--- config.mk ---
export PLATFORM = sky130hd
export DESIGN_NAME = imem_loader
export DESIGN_NICKNAME = d
export VERILOG_FILES = /design/src/rtl/imem_loader_pkg.sv /design/src/rtl/imem_word_assembler.sv /design/src/rtl/imem_loader.sv
export SDC_FILE = /design/constraint.sdc
export NUM_CORES = 1
export LEC_CHECK = 0
export BUFFER_PORTS_ARGS = -buffer_cell sky130_fd_sc_hd__buf_2
export CAP_MARGIN = 0
export CORE_UTILIZATION = 40
export CTS_BUF_LIST = sky130_fd_sc_hd__clkbuf_2 sky130_fd_sc_hd__clkbuf_4 sky130_fd_sc_hd__clkbuf_8
export DETAILED_ROUTE_END_ITERATION = 8
export PLACE_DENSITY = 0.61
export SLEW_MARGIN = 10
export SYNTH_ARGS = -nofsm -noshare
export SYNTH_HDL_FRONTEND = slang
export SYNTH_SLANG_ARGS = --single-unit
export TNS_END_PERCENT = 100
--- constraint.sdc ---
create_clock -name clk -period 1.82 [get_ports clk]
set_input_delay 0.364 -clock clk [delete_from_list [all_inputs] [get_ports clk]]
set_output_delay 0.364 -clock clk [all_outputs]
set_load 0.1 [all_outputs]
--- src/rtl/imem_loader_pkg.sv ---
//------------------------------------------------------------------------------
// Module   : imem_loader_pkg
// Purpose  : Shared state encoding and word-geometry constants for imem_loader.
// Revision : 1.0 - initial release
//------------------------------------------------------------------------------
`default_nettype none

package imem_loader_pkg;

  localparam int IMEM_WIDTH = 32;

  function automatic int idx_width(input int n_bytes);
    return (n_bytes > 1) ? $clog2(n_bytes) : 1;
  endfunction

  localparam int BYTES_PER_WORD = IMEM_WIDTH / 8;
  localparam int BYTE_IDX_W     = idx_width(BYTES_PER_WORD);

  typedef enum logic [2:0] {
    IDLE   = 3'd0,
    HEADER = 3'd1,
    BYTES  = 3'd2,
    WRITE  = 3'd3,
    CHECK  = 3'd4,
    DONE   = 3'd5
  } state_t;

endpackage

`default_nettype wire

--- src/rtl/imem_word_assembler.sv ---
//------------------------------------------------------------------------------
// Module   : imem_word_assembler
// Purpose  : Packs a byte stream LSB-first into one instruction word.
// Revision : 1.0 - initial release
//------------------------------------------------------------------------------
`default_nettype none

module imem_word_assembler
  import imem_loader_pkg::*;
#(
  parameter int WIDTH = IMEM_WIDTH
) (
  input  logic             clk,
  input  logic             rst,
  input  logic             clear,
  input  logic             load,
  input  logic [7:0]       byte_in,
  output logic [WIDTH-1:0] word,
  output logic             word_full
);

  localparam int LANES = WIDTH / 8;
  localparam int IDX_W = idx_width(LANES);
  localparam logic [IDX_W-1:0] C_LAST_IDX = IDX_W'(LANES - 1);

  logic [IDX_W-1:0] r_idx;
  logic [WIDTH-1:0] r_word;

  assign word_full = load && (r_idx == C_LAST_IDX);
  assign word      = r_word;

  always_ff @(posedge clk) begin
    if (rst) begin
      r_idx  <= '0;
      r_word <= '0;
    end else if (clear) begin
      r_idx <= '0;
    end else if (load) begin
      r_word[8*r_idx +: 8] <= byte_in;
      r_idx <= word_full ? '0 : r_idx + 1'b1;
    end
  end

endmodule

`default_nettype wire

--- src/rtl/imem_loader.sv ---
//------------------------------------------------------------------------------
// Module   : imem_loader
// Purpose  : Streams bytes into the instruction memory while holding the CPU.
//            Optional trailing-byte XOR check: define IMEM_LOADER_CHECKSUM_EN.
// Revision : 1.0 - initial release
//------------------------------------------------------------------------------
`default_nettype none

module imem_loader
  import imem_loader_pkg::*;
#(
  parameter int WIDTH  = IMEM_WIDTH,
  parameter int ADDR_W = 6
) (
  input  logic              clk,
  input  logic              rst,
  input  logic              start,
  input  logic              byte_valid,
  input  logic [7:0]        byte_data,
  output logic              byte_ready,
  output logic              mem_we,
  output logic [ADDR_W-1:0] mem_addr,
  output logic [WIDTH-1:0]  mem_wdata,
  output logic              cpu_hold,
  output logic              busy,
  output logic              done
`ifdef IMEM_LOADER_CHECKSUM_EN
  ,
  output logic              error
`endif
);

  state_t            r_state;
  state_t            w_next;
  logic              w_ready;
  logic              w_xfer;
  logic              w_hdr_xfer;
  logic              w_data_xfer;
  logic              w_word_full;
  logic              w_last_word;
  logic [ADDR_W-1:0] r_addr;
  logic [ADDR_W-1:0] r_last_idx;

  // Ready depends only on the state register so the handshake has no comb loop.
`ifdef IMEM_LOADER_CHECKSUM_EN
  assign w_ready = (r_state == HEADER) || (r_state == BYTES) || (r_state == CHECK);
`else
  assign w_ready = (r_state == HEADER) || (r_state == BYTES);
`endif

  assign byte_ready  = w_ready;
  assign w_xfer      = byte_valid && w_ready;
  assign w_hdr_xfer  = w_xfer && (r_state == HEADER);
  assign w_data_xfer = w_xfer && (r_state == BYTES);
  assign w_last_word = (r_addr == r_last_idx);
  assign busy        = (r_state != IDLE);
  assign cpu_hold    = busy;
  assign mem_addr    = r_addr;

  imem_word_assembler #(
    .WIDTH (WIDTH)
  ) u_assembler (
    .clk       (clk),
    .rst       (rst),
    .clear     (w_hdr_xfer),
    .load      (w_data_xfer),
    .byte_in   (byte_data),
    .word      (mem_wdata),
    .word_full (w_word_full)
  );

  always_ff @(posedge clk) begin
    if (rst) begin
      r_state <= IDLE;
    end else begin
      r_state <= w_next;
    end
  end

  always_ff @(posedge clk) begin
    if (rst) begin
      r_addr     <= '0;
      r_last_idx <= '0;
    end else if (w_hdr_xfer) begin
      r_addr     <= '0;
      r_last_idx <= byte_data[ADDR_W-1:0];
    end else if ((r_state == WRITE) && !w_last_word) begin
      r_addr <= r_addr + 1'b1;
    end
  end

`ifdef IMEM_LOADER_CHECKSUM_EN
  logic [7:0] r_csum;
  logic       r_error;

  always_ff @(posedge clk) begin
    if (rst) begin
      r_csum  <= '0;
      r_error <= 1'b0;
    end else if (w_hdr_xfer) begin
      r_csum  <= '0;
      r_error <= 1'b0;
    end else if (w_data_xfer) begin
      r_csum <= r_csum ^ byte_data;
    end else if (w_xfer && (r_state == CHECK) && (byte_data != r_csum)) begin
      r_error <= 1'b1;
    end
  end

  assign error = r_error;
`endif

  always_comb begin
    w_next = r_state;
    mem_we = 1'b0;
    done   = 1'b0;
    case (r_state)
      IDLE: begin
        if (start) w_next = HEADER;
      end
      HEADER: begin
        if (w_xfer) w_next = BYTES;
      end
      BYTES: begin
        if (w_word_full) w_next = WRITE;
      end
      WRITE: begin
        mem_we = 1'b1;
        if (w_last_word) begin
`ifdef IMEM_LOADER_CHECKSUM_EN
          w_next = CHECK;
`else
          w_next = DONE;
`endif
        end else begin
          w_next = BYTES;
        end
      end
`ifdef IMEM_LOADER_CHECKSUM_EN
      CHECK: begin
        if (w_xfer) w_next = DONE;
      end
`endif
      DONE: begin
        done   = 1'b1;
        w_next = IDLE;
      end
      default: w_next = IDLE;
    endcase
  end

endmodule

`default_nettype wire

==> results.yml <==
finish:
  drive_above_1_share_pct: 28.53
  fillCellCount: 511
  stdcell_count: 382
  num_antenna_cells: 0
  syn_to_final_growth_pct: 21.67
  nNetsFinal: 329
power_and_ir_drop:
  pwr-share-comb_pct: 15.4
  p_switching_mw: 0.6399
  p_per_area_nw_per_um2: 833.9
  vdd_drop_max_mv: 0.4149
  p_int_mw: 1.616
  p_clk_share_pct: 35.6
  leakage_nw: 1.135
  swShare_pct: 28.37
  seqPwrFrac_pct: 49.0
grt:
  grt_max_degree: 27
  grt_pass1_vias: 1713
  grt_pass1_wl_um: 8362
  antenna_found_initial: 0
  grt_overflow: 0
  grt_usage_pct: 18.19
timing:
  holdWs_ps: 360.6
  period_needed_ps: 1782
  fin_ws_ps: 37.65
  setup_viol: 0
  setup_tns_ps: 0
  clock-skew-final_ps: 11.06
  fmax_mhz: 561.1
  relSlewSlack_pct: 67.36
  post-route-period-util_pct: 97.93
  rsz0062_at_grt: "true"
  slew_viol_final: 0
  hold_viol: 0
  worst_pin_slew_ps: 493.0
synth:
  syn_inst: 257
  netlist_area_um2: 2223
  synthSimpleGateAreaFrac_pct: 27.63
  ys_ff_latch: 49
  synth_xor_area_share_pct: 2.757
  ys.flop_type: "dfxtp_1"
  avgSynthCellArea_um2: 8.651
  synth_edf_count: 0
  synth-compound-area-share_pct: 11.42
  syn_nets: 275
  yosysTopAreaCell: "dfxtp_1"
  async_flop_share_pct: 0
  muxShareOfSynthArea_pct: 5.402
  synth_top_family_by_area: "simple AND/OR/NAND/NOR gates"
  yosysTopAreaCellShare_pct: 44.12
  netlist_top_cells_area: "dfxtp_1 44%, a21oi_1 8.1%, nand2_1 7.8%"
  ys_seq_area_share_pct: 44.12
  ys_warn_count: 0
  synth.distinct_cells: 36
  yosys.area_share.adder_pct: 3.376
clock_tree:
  cts.path.max_buffers: 2
  post_cts_buffers: 0
  numClockSinks: 49
  cts.clk_slew.worst_paths_ps: 90
  cts_tree: "built"
  worstSkewPairLatency_ps: 310
  cts_buffers: 5
  cts_hold_buf: 0
  htree_levels: 2
  clock-root-buffer: "clkbuf_8"
  cts-resized-gates: 0
floorplan:
  dieArea_um2: 5861
  die_w_um: 76.56
  die_h_um: 76.56
  rows: 26
  start_util_pct: 42.45
  coreArea_um2: 5238
  ioPinCount: 55
hold_path:
  hp-class: "in2reg"
  min_path_cells: 3
placed_design:
  place_congestion: 0.8124
  dp_hpwl_um: 3653
  numPortBuffers: 54
  pre_cts_ws_ps: 239.8
  dp_cells: 374
critical_path:
  start_kind: "flip-flop"
  cp.arrival_ps: 1420
  crit_required_ps: 1460
  worstRegToRegCells: 4
  endpoint_kind: "output port"
  crit_type: "reg2out"
  crit_fanout: 10
drt:
  num_vias: 1940
  vias_per_cell: 5.079
  drt-total-wl_um: 5250
  drtIter0Drc: 122
  wire_per_inst_um: 13.74
  drt-pass1-iter-count: 5
  drtAntennaViolNets: 0
  drcViolationCount: 0
status:
  status: "completed"
job:
  maxCapViolCount: 0
[cell usage in the layout (no fill, tap or decap), types with 4 or more instances in the layout]
cell type	netlist	layout
a21oi_1	36	36
buf_2	2	51
buf_4	2	8
clkbuf_8	0	5
dfxtp_1	49	43
dfxtp_2	0	6
ha_1	6	6
inv_1	4	4
mux2i_1	12	12
nand2_1	46	46
nand3_1	32	32
nor2_1	12	11
nor3b_2	4	4
or3_1	7	6
xor2_1	6	6
[flip-flops by register name, summed over array words and instances (netlist names)]
| register | flops |
|---|---|
| mem_addr | 6 |
| u_assembler.word | 32 |
| u_assembler.r_idx | 2 |
| r_last_idx | 6 |
| r_state | 3 |
[cell families after synthesis]
family / count (synthesis)
compound gates: 45
xor+xnor: 7
fa+ha+maj: 6
buf+inv: 20
flops: 49
mux: 12
simple gates: 118
[metrics by stage]
step / area (um2) / power, mW / utilization [%]
floorplan: 2238 / 1.396 / -
global placement: 2587 / 1.474 / 49.40
detailed placement: 2587 / 1.478 / 49.40
CTS: 2703 / 2.275 / 51.60
global route: 2705 / 2.332 / 51.65
finish: 2705 / 2.256 / 51.65
[routing by layer]
layer,wire [um],GRT usage [%],vias to the layer above
met3,240,3.473,6
met1,2513,23.02,891
li1,-,-,992
met4,69,7.500,0
met5,0,0,-
met2,2426,30.18,51
[worst max-delay path, cell delays in order (launching register included)]
cell and delay, ps:
dfxtp_1 410, or3_4 410, buf_2 300
[synthesized netlist by cell type, types with 3 or more instances]
library cell  count
inv_1             4
or3_1             7
clkbuf_1          5
dfxtp_1          49
nor3b_2           4
xor2_1            6
ha_1              6
buf_6             4
nor2_1           12
nand3_1          32
mux2i_1          12
and3_1            3
a21oi_1          36
nand2_1          46
[worst paths after layout]
check / endpoint / from / slack [ps]
setup / recovery: busy / r_state[0]$_SDFFE_PP0P_ / 40
hold / removal: u_assembler.word[7]$_SDFFE_PP0P_ / byte_data[7] / 360
setup reg to reg: u_assembler.word[2]$_SDFFE_PP0P_ / r_state[1]$_SDFFE_PP0P_ / 200
hold reg to reg: u_assembler.word[26]$_SDFFE_PP0P_ / u_assembler.word[26]$_SDFFE_PP0P_ / 450
[final cells by class]
| cell class | instances | area, um2 | share of cell area [%] |
|---|---|---|---|
| repair buffers | 62 | 362.8 | 13.41 |
| multi-input cells | 188 | 1132 | 41.86 |
| inverters | 5 | 18.77 | 0.6938 |
| flip-flops and latches | 49 | 988.4 | 36.54 |
| clock inverters | 2 | 38.79 | 1.434 |
| clock buffers | 6 | 76.32 | 2.821 |
| well taps | 70 | 87.58 | 3.238 |
[power groups by stage]
stage               Clock, mW  Sequential (mW)  Combinational, mW
global route            0.857             1.11              0.366
finish                  0.802             1.11              0.348
CTS                     0.821             1.11              0.349
floorplan                   0             1.15              0.241
detailed placement          0             1.13              0.347
global placement            0             1.13              0.345
Note: power is estimated with default switching activity, not from simulation.
